==> config.mk <==
export PLATFORM = sky130hd
export DESIGN_NAME = uart_cmd_parser
export DESIGN_NICKNAME = d
export VERILOG_FILES = /design/src/rtl/uart_cmd_pkg.sv /design/src/rtl/uart_cmd_timeout.sv /design/src/rtl/uart_cmd_parser.sv
export SDC_FILE = /design/constraint.sdc
export NUM_CORES = 1
export LEC_CHECK = 0
export CAP_MARGIN = 20
export CORE_AREA = 2 2 68 70
export DETAILED_ROUTE_END_ITERATION = 7
export DIE_AREA = 0 0 70 72
export GPL_ROUTABILITY_DRIVEN = 0
export PLACE_DENSITY_LB_ADDON = 0.3
export SKIP_LAST_GASP = 1
export SYNTH_ARGS = -nofsm -noshare
export SYNTH_HDL_FRONTEND = slang
export SYNTH_HIERARCHICAL = 1
export SYNTH_SLANG_ARGS = --single-unit
==> constraint.sdc <==
create_clock -name clk -period 8.2 [get_ports clk]
set_input_delay 1.64 -clock clk [delete_from_list [all_inputs] [get_ports clk]]
set_output_delay 1.64 -clock clk [all_outputs]
set_load 0.02 [all_outputs]
==> src/rtl/uart_cmd_pkg.sv <==
// Shared definitions for the UART command parser.
// Holds the FSM encoding and the default opcode and response bytes.
package uart_cmd_pkg;

    typedef enum logic [2:0] {
        ST_IDLE,
        ST_GET_ADDR,
        ST_GET_DATA,
        ST_DO_WRITE,
        ST_DO_READ,
        ST_SEND
    } state_t;

    localparam logic [7:0] OP_WRITE_DEF = 8'h57;
    localparam logic [7:0] OP_READ_DEF  = 8'h52;
    localparam logic [7:0] ACK_DEF      = 8'h4B;
    localparam logic [7:0] NAK_DEF      = 8'h3F;

endpackage

==> src/rtl/uart_cmd_timeout.sv <==
// Inter-byte idle timer for the command parser.
// Counts enabled cycles since the last clear; a limit of 0 disables it.
module uart_cmd_timeout #(
    parameter int TIMEOUT_CYCLES = 1_000_000
) (
    input  logic clk,
    input  logic rst,
    input  logic clr,
    input  logic en,
    output logic expired
);

    localparam int W = (TIMEOUT_CYCLES > 0) ? $clog2(TIMEOUT_CYCLES + 1) : 1;

    logic [W-1:0] cnt_q;
    logic [W-1:0] cnt_d;

    always_comb begin
        cnt_d = cnt_q;
        if (clr) begin
            cnt_d = '0;
        end else if (en && cnt_q != W'(TIMEOUT_CYCLES)) begin
            cnt_d = cnt_q + W'(1);
        end
    end

    always_ff @(posedge clk or posedge rst) begin
        if (rst) begin
            cnt_q <= '0;
        end else begin
            cnt_q <= cnt_d;
        end
    end

    assign expired = (TIMEOUT_CYCLES != 0) && en && !clr
                     && (cnt_q == W'(TIMEOUT_CYCLES - 1));

endmodule

==> src/rtl/uart_cmd_parser.sv <==
// Decodes 'W' addr data / 'R' addr byte commands into register file
// accesses and returns one response byte per command.
module uart_cmd_parser
    import uart_cmd_pkg::*;
#(
    parameter int         TIMEOUT_CYCLES = 1_000_000,
    parameter logic [7:0] OP_WRITE       = OP_WRITE_DEF,
    parameter logic [7:0] OP_READ        = OP_READ_DEF,
    parameter logic [7:0] ACK_BYTE       = ACK_DEF,
    parameter logic [7:0] NAK_BYTE       = NAK_DEF
) (
    input  logic       clk,
    input  logic       rst,
    input  logic       rx_valid,
    input  logic [7:0] rx_data,
    output logic       reg_wr_en,
    output logic [3:0] reg_addr,
    output logic [7:0] reg_wr_data,
    input  logic [7:0] reg_rd_data,
    output logic       tx_valid,
    output logic [7:0] tx_data,
    input  logic       tx_ready,
    output logic       busy,
    output logic       cmd_err
);

    state_t     state_q, state_d;
    logic       is_wr_q, is_wr_d;
    logic [3:0] addr_q, addr_d;
    logic [7:0] wdata_q, wdata_d;
    logic [7:0] tx_q, tx_d;
    logic       in_wait;
    logic       expired;

    assign in_wait = (state_q == ST_GET_ADDR) || (state_q == ST_GET_DATA);

    uart_cmd_timeout #(
        .TIMEOUT_CYCLES(TIMEOUT_CYCLES)
    ) u_timeout (
        .clk    (clk),
        .rst    (rst),
        .clr    (!in_wait || rx_valid),
        .en     (in_wait),
        .expired(expired)
    );

    always_comb begin
        state_d   = state_q;
        is_wr_d   = is_wr_q;
        addr_d    = addr_q;
        wdata_d   = wdata_q;
        tx_d      = tx_q;
        reg_wr_en = 1'b0;
        cmd_err   = 1'b0;
        unique case (state_q)
            ST_IDLE: begin
                if (rx_valid && rx_data == OP_WRITE) begin
                    is_wr_d = 1'b1;
                    state_d = ST_GET_ADDR;
                end else if (rx_valid && rx_data == OP_READ) begin
                    is_wr_d = 1'b0;
                    state_d = ST_GET_ADDR;
                end
            end
            ST_GET_ADDR: begin
                if (rx_valid) begin
                    if (rx_data[7:4] != 4'h0) begin
                        tx_d    = NAK_BYTE;
                        cmd_err = 1'b1;
                        state_d = ST_SEND;
                    end else begin
                        addr_d  = rx_data[3:0];
                        state_d = is_wr_q ? ST_GET_DATA : ST_DO_READ;
                    end
                end else if (expired) begin
                    cmd_err = 1'b1;
                    state_d = ST_IDLE;
                end
            end
            ST_GET_DATA: begin
                if (rx_valid) begin
                    wdata_d = rx_data;
                    state_d = ST_DO_WRITE;
                end else if (expired) begin
                    cmd_err = 1'b1;
                    state_d = ST_IDLE;
                end
            end
            ST_DO_WRITE: begin
                reg_wr_en = 1'b1;
                tx_d      = ACK_BYTE;
                cmd_err   = rx_valid;
                state_d   = ST_SEND;
            end
            ST_DO_READ: begin
                tx_d    = reg_rd_data;
                cmd_err = rx_valid;
                state_d = ST_SEND;
            end
            ST_SEND: begin
                cmd_err = rx_valid;
                if (tx_ready) begin
                    state_d = ST_IDLE;
                end
            end
            default: begin
                state_d = ST_IDLE;
            end
        endcase
    end

    always_ff @(posedge clk or posedge rst) begin
        if (rst) begin
            state_q <= ST_IDLE;
            is_wr_q <= 1'b0;
            addr_q  <= '0;
            wdata_q <= '0;
            tx_q    <= '0;
        end else begin
            state_q <= state_d;
            is_wr_q <= is_wr_d;
            addr_q  <= addr_d;
            wdata_q <= wdata_d;
            tx_q    <= tx_d;
        end
    end

    assign reg_addr    = addr_q;
    assign reg_wr_data = wdata_q;
    assign tx_data     = tx_q;
    assign tx_valid    = (state_q == ST_SEND);
    assign busy        = (state_q != ST_IDLE);

endmodule

Yosys cells after proc, flatten, opt, wreduce, memory -nomap -nowiden --
Cells that the tools add are included.
Cells by class: $add $sub $neg 1, eq/ne operators 13, mux-type cells 22, bitwise logic cells 1, reductions and logical operators 22
Operators by type and width (number):
- $mux W20 | 2
- $mux W3 | 8
- $pmux W8 S3 | 1
- $add A20 B1 Y20 const B | 1
- $eq A20 B20 Y1 const B | 1
- $ne A20 B20 Y1 const B | 1
- $eq A8 B7 Y1 const B | 2
- $mux W8 | 2
- $pmux W3 S5 | 1
- $mux W1 | 7
- $eq A3 B2 Y1 const B | 2
- $eq A3 B3 Y1 const B | 2
- $reduce_and A2 Y1 | 3
- $reduce_and A3 Y1 | 2
- $reduce_bool A3 Y1 | 2
- $logic_and A1 B1 Y1 | 5
- $ne A2 B1 Y1 const B | 2
- $reduce_bool A2 Y1 | 2
- $reduce_bool A4 Y1 | 1
- $eq A3 B1 Y1 const B | 1
- $logic_not A3 Y1 | 1
- $ne A3 B3 Y1 const B | 1
- $pmux W1 S3 | 1
- $reduce_or A3 Y1 | 1
- 5 further kinds | 7
Storage, ports and cells: register bits after elaboration 44, input bits 20

Logic depth before layout (Yosys ltp) --
depth in word-level cells 10, gate-level depth with buffers 10, gate-level depth less buffers 8

Cells and area by module --
Netlist, hierarchy kept.
Modules (own cells, without submodules):
- uart_cmd_parser | instances 1, cells each 98, area an instance 1169.9 µm², seq. area each 600.6 µm²
- uart_cmd_timeout | instances 1, cells each 115, area an instance 1096.1 µm², seq. area each 500.5 µm²

Least setup slack after synthesis --
OpenSTA, ideal clock, no wires.
kind in2out, start point input rx_valid, end point output cmd_err, arrival time 3119 ps, slack 3441 ps, cell stages on the path 7, buffers on the path 0, cell sequence inv_1 nand2_1 nor2_1 nor4b_1 or3b_2 a21boi_0 o31a_1
On the way: cells in the longest elaborated chain, start to end 7, elaborated cells on any way between the ends 8
RTL lines:
- from (decl) | line uart_cmd_parser.sv:14 | input logic rx_valid,
- $logic_or A1 B1 Y1 * | line uart_cmd_parser.sv:42 | .clr (!in_wait || rx_valid),
- $logic_not A1 Y1 * | line uart_cmd_timeout.sv:35 | assign expired = (TIMEOUT_CYCLES != 0) && en && !clr
- $logic_and A1 B1 Y1 * | line uart_cmd_timeout.sv:35
- $logic_and A1 B1 Y1 * | line uart_cmd_timeout.sv:36 | && (cnt_q == W'(TIMEOUT_CYCLES - 1));
- net expired | line uart_cmd_parser.sv:33 | logic expired;
- $mux W1 * | line uart_cmd_parser.sv:75, uart_cmd_parser.sv:84
- $mux W1, on equally long branches | line uart_cmd_parser.sv:81, uart_cmd_parser.sv:66
- $pmux W1 S3 * | line uart_cmd_parser.sv:55 | unique case (state_q)
- to (decl) | line uart_cmd_parser.sv:24 | output logic cmd_err
The timed path passes the listed nets; every way through them passes the cells marked *.

Worst setup path after layout --
Ends and elaborated chain as after synthesis.

==> flow_metrics.py <==
metrics = {
    "global_route": {
        "grt_start_max_net_pins": 25,
        "gr-total-overflow": 0,
        "grt_antenna_before_repair": 0,
        "globalRouteTotalUtil": 0.1963,
        "global_route_wire_length_before_repair_um": 7935,
        "first_global_vias": 1694,
    },
    "critical_path": {
        "cp.required_ns": 6.56,
        "cp_num_buf_inv": 3,
        "timing.critical_path.to_type": "output pin",
        "cpPeakStageDelay_ns": 0.61,
        "cp_common_cell": "sky130_fd_sc_hd__clkdlybuf4s50_1",
        "start_kind": "primary input",
        "cp_max_fo": 24,
        "timing.critical_path.cells": "clkdlybuf4s50_1 -> inv_1 -> nand2_1 -> nor2_1 -> nor4b_1 -> or3b_2 -> a21boi_0 -> o31a_1 -> clkdlybuf4s50_1",
        "worst-setup-path-type": "in -> out",
        "worstPathArrival_ns": 4.88,
        "cpLargestDelayFamily": "simple AND/OR/NAND/NOR gates",
        "critical-path-slowest-cell": "sky130_fd_sc_hd__clkdlybuf4s50_1",
    },
    "clocking": {
        "cts_tree": "done",
        "clk_pin_slew_ns": 0.08,
        "post_cts.resized_instances": 0,
        "clock_latency_reported_for_the_late_side_of_the_worst_skew_pair_ns": 0.29,
        "cts_setup_buffers": 0,
        "cts_hold_repair.buffers": 0,
        "cts_sinks": 44,
        "numCtsBuffers": 5,
        "cts_buffer_depth": 2,
        "cts_htree_levels": 2,
        "ctsRootBufferMaster": "sky130_fd_sc_hd__clkbuf_8",
    },
    "synth": {
        "synth_compound_area_frac": 0.1264,
        "synth-adder-area-share": 0.01104,
        "mappedNetlistNets": 235,
        "yosys_register_bits": 44,
        "post-synth-top-area-fraction": 0.4859,
        "synth.avg_cell_area_um2": 10.64,
        "yosysWarnings": 6,
        "yosys.area_share.xor_xnor": 0.03865,
        "synth_seq_area_share": 0.4859,
        "synth.most_common_cell": "sky130_fd_sc_hd__dfrtp_1",
        "synth_flop_cell": "sky130_fd_sc_hd__dfrtp_1",
        "synth_simple_gate_area_frac": 0.2131,
        "syn_area_um2": 2266,
        "post_synth_main_area_contributors": "sky130_fd_sc_hd__dfrtp_1 (49%), sky130_fd_sc_hd__mux2_2 (4.0%), sky130_fd_sc_hd__xor2_1 (3.1%)",
        "ys_async_sr_fraction": 1.000,
        "synth_top_family_by_area": "simple AND/OR/NAND/NOR gates",
        "yosys_top_cell_by_area": "sky130_fd_sc_hd__dfrtp_1",
        "synthDistinctLibCells": 51,
        "synth-edff-count": 0,
        "muxShareOfSynthArea": 0.07565,
        "ys_top_cells_by_count": "sky130_fd_sc_hd__dfrtp_1 (44), sky130_fd_sc_hd__nor2_1 (15), sky130_fd_sc_hd__inv_1 (14)",
        "netlist_instances": 213,
    },
    "power": {
        "power.leakage_nw": 1.165,
        "worst_ir_drop_vdd_mv": 0.1406,
        "power_per_cell_area_nw_per_um2": 239.2,
    },
    "route": {
        "routedWlPerCell_um": 15.04,
        "drt_drc_violations_left": 0,
        "routed_wirelength_um": 4601,
        "ant_nets": 0,
        "detailroute.via_count": 1771,
        "drt_pass1_iterations": 4,
        "starting_drc_count_in_detailed_routing": 153,
        "route.detailed.vias_per_inst": 5.788,
    },
    "place": {
        "dpl.hpwl_um": 3257,
        "port-buffer-count": 43,
    },
    "floorplanning": {
        "boundaryPins": 44,
        "floorplan.die_area_um2": 5040,
        "die_height_um": 72,
        "placementRows": 24,
        "core_area_um2": 4264,
        "die-width_um": 70,
        "start_util": 0.5314,
    },
    "finish": {
        "filler_cell_count": 348,
        "layout_net_count": 275,
        "utilization": 0.6590,
        "area_delta_synth_final_pct": 24.02,
        "antenna_cells": 0,
        "drive_gt1_frac": 0.1181,
    },
    "timing": {
        "achievable-frequency_mhz": 153.4,
        "timing.final.setup_violations": 0,
        "slew_viol_final": 0,
        "timing.final.crit_share": 0.7949,
        "max-slew-margin-rel": 0.3603,
        "fin_setup_tns_ns": 0,
        "slew_worst_pin_ns": 0.9446,
        "worst_clock_skew_ns": 0.008294,
        "final_count_of_hold_timing_violations": 0,
        "unrepaired_setup_endpoints_after_global_routing": "false",
        "timing.final.crit_period_ns": 6.518,
    },
    "job": {
        "drv.max_cap_violation_count": 0,
    },
    "run_status": {
        "outcome": "complete, no violations",
    },
    "min_path": {
        "hold_path.class": "reg -> reg",
    },
}
[placed cells by master, fill, tap and decap left out, types with 3 or more instances in the layout]
master,count
sky130_fd_sc_hd__clkbuf_8,5
sky130_fd_sc_hd__mux2_2,8
sky130_fd_sc_hd__and3_1,3
sky130_fd_sc_hd__and4_1,3
sky130_fd_sc_hd__a21oi_1,11
sky130_fd_sc_hd__o22a_1,3
sky130_fd_sc_hd__nor2_1,15
sky130_fd_sc_hd__inv_1,14
sky130_fd_sc_hd__nand3_1,6
sky130_fd_sc_hd__xor2_1,8
sky130_fd_sc_hd__or3_1,7
sky130_fd_sc_hd__dfrtp_1,44
sky130_fd_sc_hd__o221a_2,3
sky130_fd_sc_hd__mux2_4,4
sky130_fd_sc_hd__nand2b_1,5
sky130_fd_sc_hd__nor4b_1,5
sky130_fd_sc_hd__clkdlybuf4s50_1,43
sky130_fd_sc_hd__nand2_1,8
sky130_fd_sc_hd__o21ai_0,9
sky130_fd_sc_hd__nand4_1,8
[logic make-up after synthesis]
group                    Yosys count
multiplexers                      14
flip-flops                        44
adder cells (fa/ha/maj)            2
XOR/XNOR                          10
AO/OA/AOI/OAI                     42
buffers and inverters             24
AND/OR/NAND/NOR                   77
[path summary, 6_finish.rpt]
check | from | endpoint | slack [ns] | cells past startpoint
max in group asynchronous | rst | reg_wr_data[4] | 5.77 | 2
setup reg to reg | state_q[1] | state_q[0] | 5.62 | 8
hold reg to reg | tx_data[1] | tx_data[1] | 0.49 | 1
hold / removal | tx_data[1] | tx_data[1] | 0.49 | 1
min in group asynchronous | rst | u_timeout/cnt_q[18] | 1.82 | 2
setup / recovery | rx_valid | cmd_err | 1.68 | 9
[sequential cells by signal (all words and copies together) (netlist names)]
name / count
tx_data: 8
reg_addr: 4
is_wr_q: 1
u_timeout/cnt_q: 20
state_q: 3
reg_wr_data: 8
[where the power goes]
group | internal (mW) | leakage, nW | switching (mW)
Clock | 0.0904 | 0.0552 | 0.0715
Sequential | 0.249 | 0.572 | 0.0258
Combinational | 0.117 | 0.538 | 0.119
[stage by stage]
step,power [mW],worst slack (ns),area [um2],hold slack [ns],instances
6_report,0.6722,1.682,2810,0.4924,306
5_1_grt,0.7099,1.413,2810,0.5282,306
2_1_floorplan,0.4248,3.441,2266,0.5052,213
4_1_cts,0.6780,1.697,2810,0.4968,306
3_3_place_gp,0.5135,1.806,2703,0.4705,298
3_5_place_dp,0.5165,1.697,2703,0.4773,298
[metal layers]
layer / wire (um) / global-route usage / share of wire
met5: 0 / 0 / 0
met4: 40 / 0.05128 / 0.0087
met3: 256 / 0.04861 / 0.056
met2: 2153 / 0.3196 / 0.47
met1: 2151 / 0.2669 / 0.47
[cell type report]
cell class,instances,area [um2],share of cell area
sequential,44,1101,0.3918
multi-input combinational,145,1054,0.3749
tap,52,65.06,0.02315
clock buffer,6,72.57,0.02582
inverter,14,52.55,0.01870
timing repair buffer,43,430.4,0.1532
clock inverter,2,35.03,0.01247
[worst reg2reg max path: stages (launching register included)]
cell	delay [ns]
sky130_fd_sc_hd__dfrtp_1	0.55
sky130_fd_sc_hd__nand2b_1	0.19
sky130_fd_sc_hd__a21oi_1	0.25
sky130_fd_sc_hd__nand2_1	0.51
sky130_fd_sc_hd__nor2_1	0.22
sky130_fd_sc_hd__nor4b_1	0.39
sky130_fd_sc_hd__nand2b_1	0.13
sky130_fd_sc_hd__o211ai_1	0.11
sky130_fd_sc_hd__a31oi_1	0.10
Note: power is estimated with default switching activity, not from simulation.
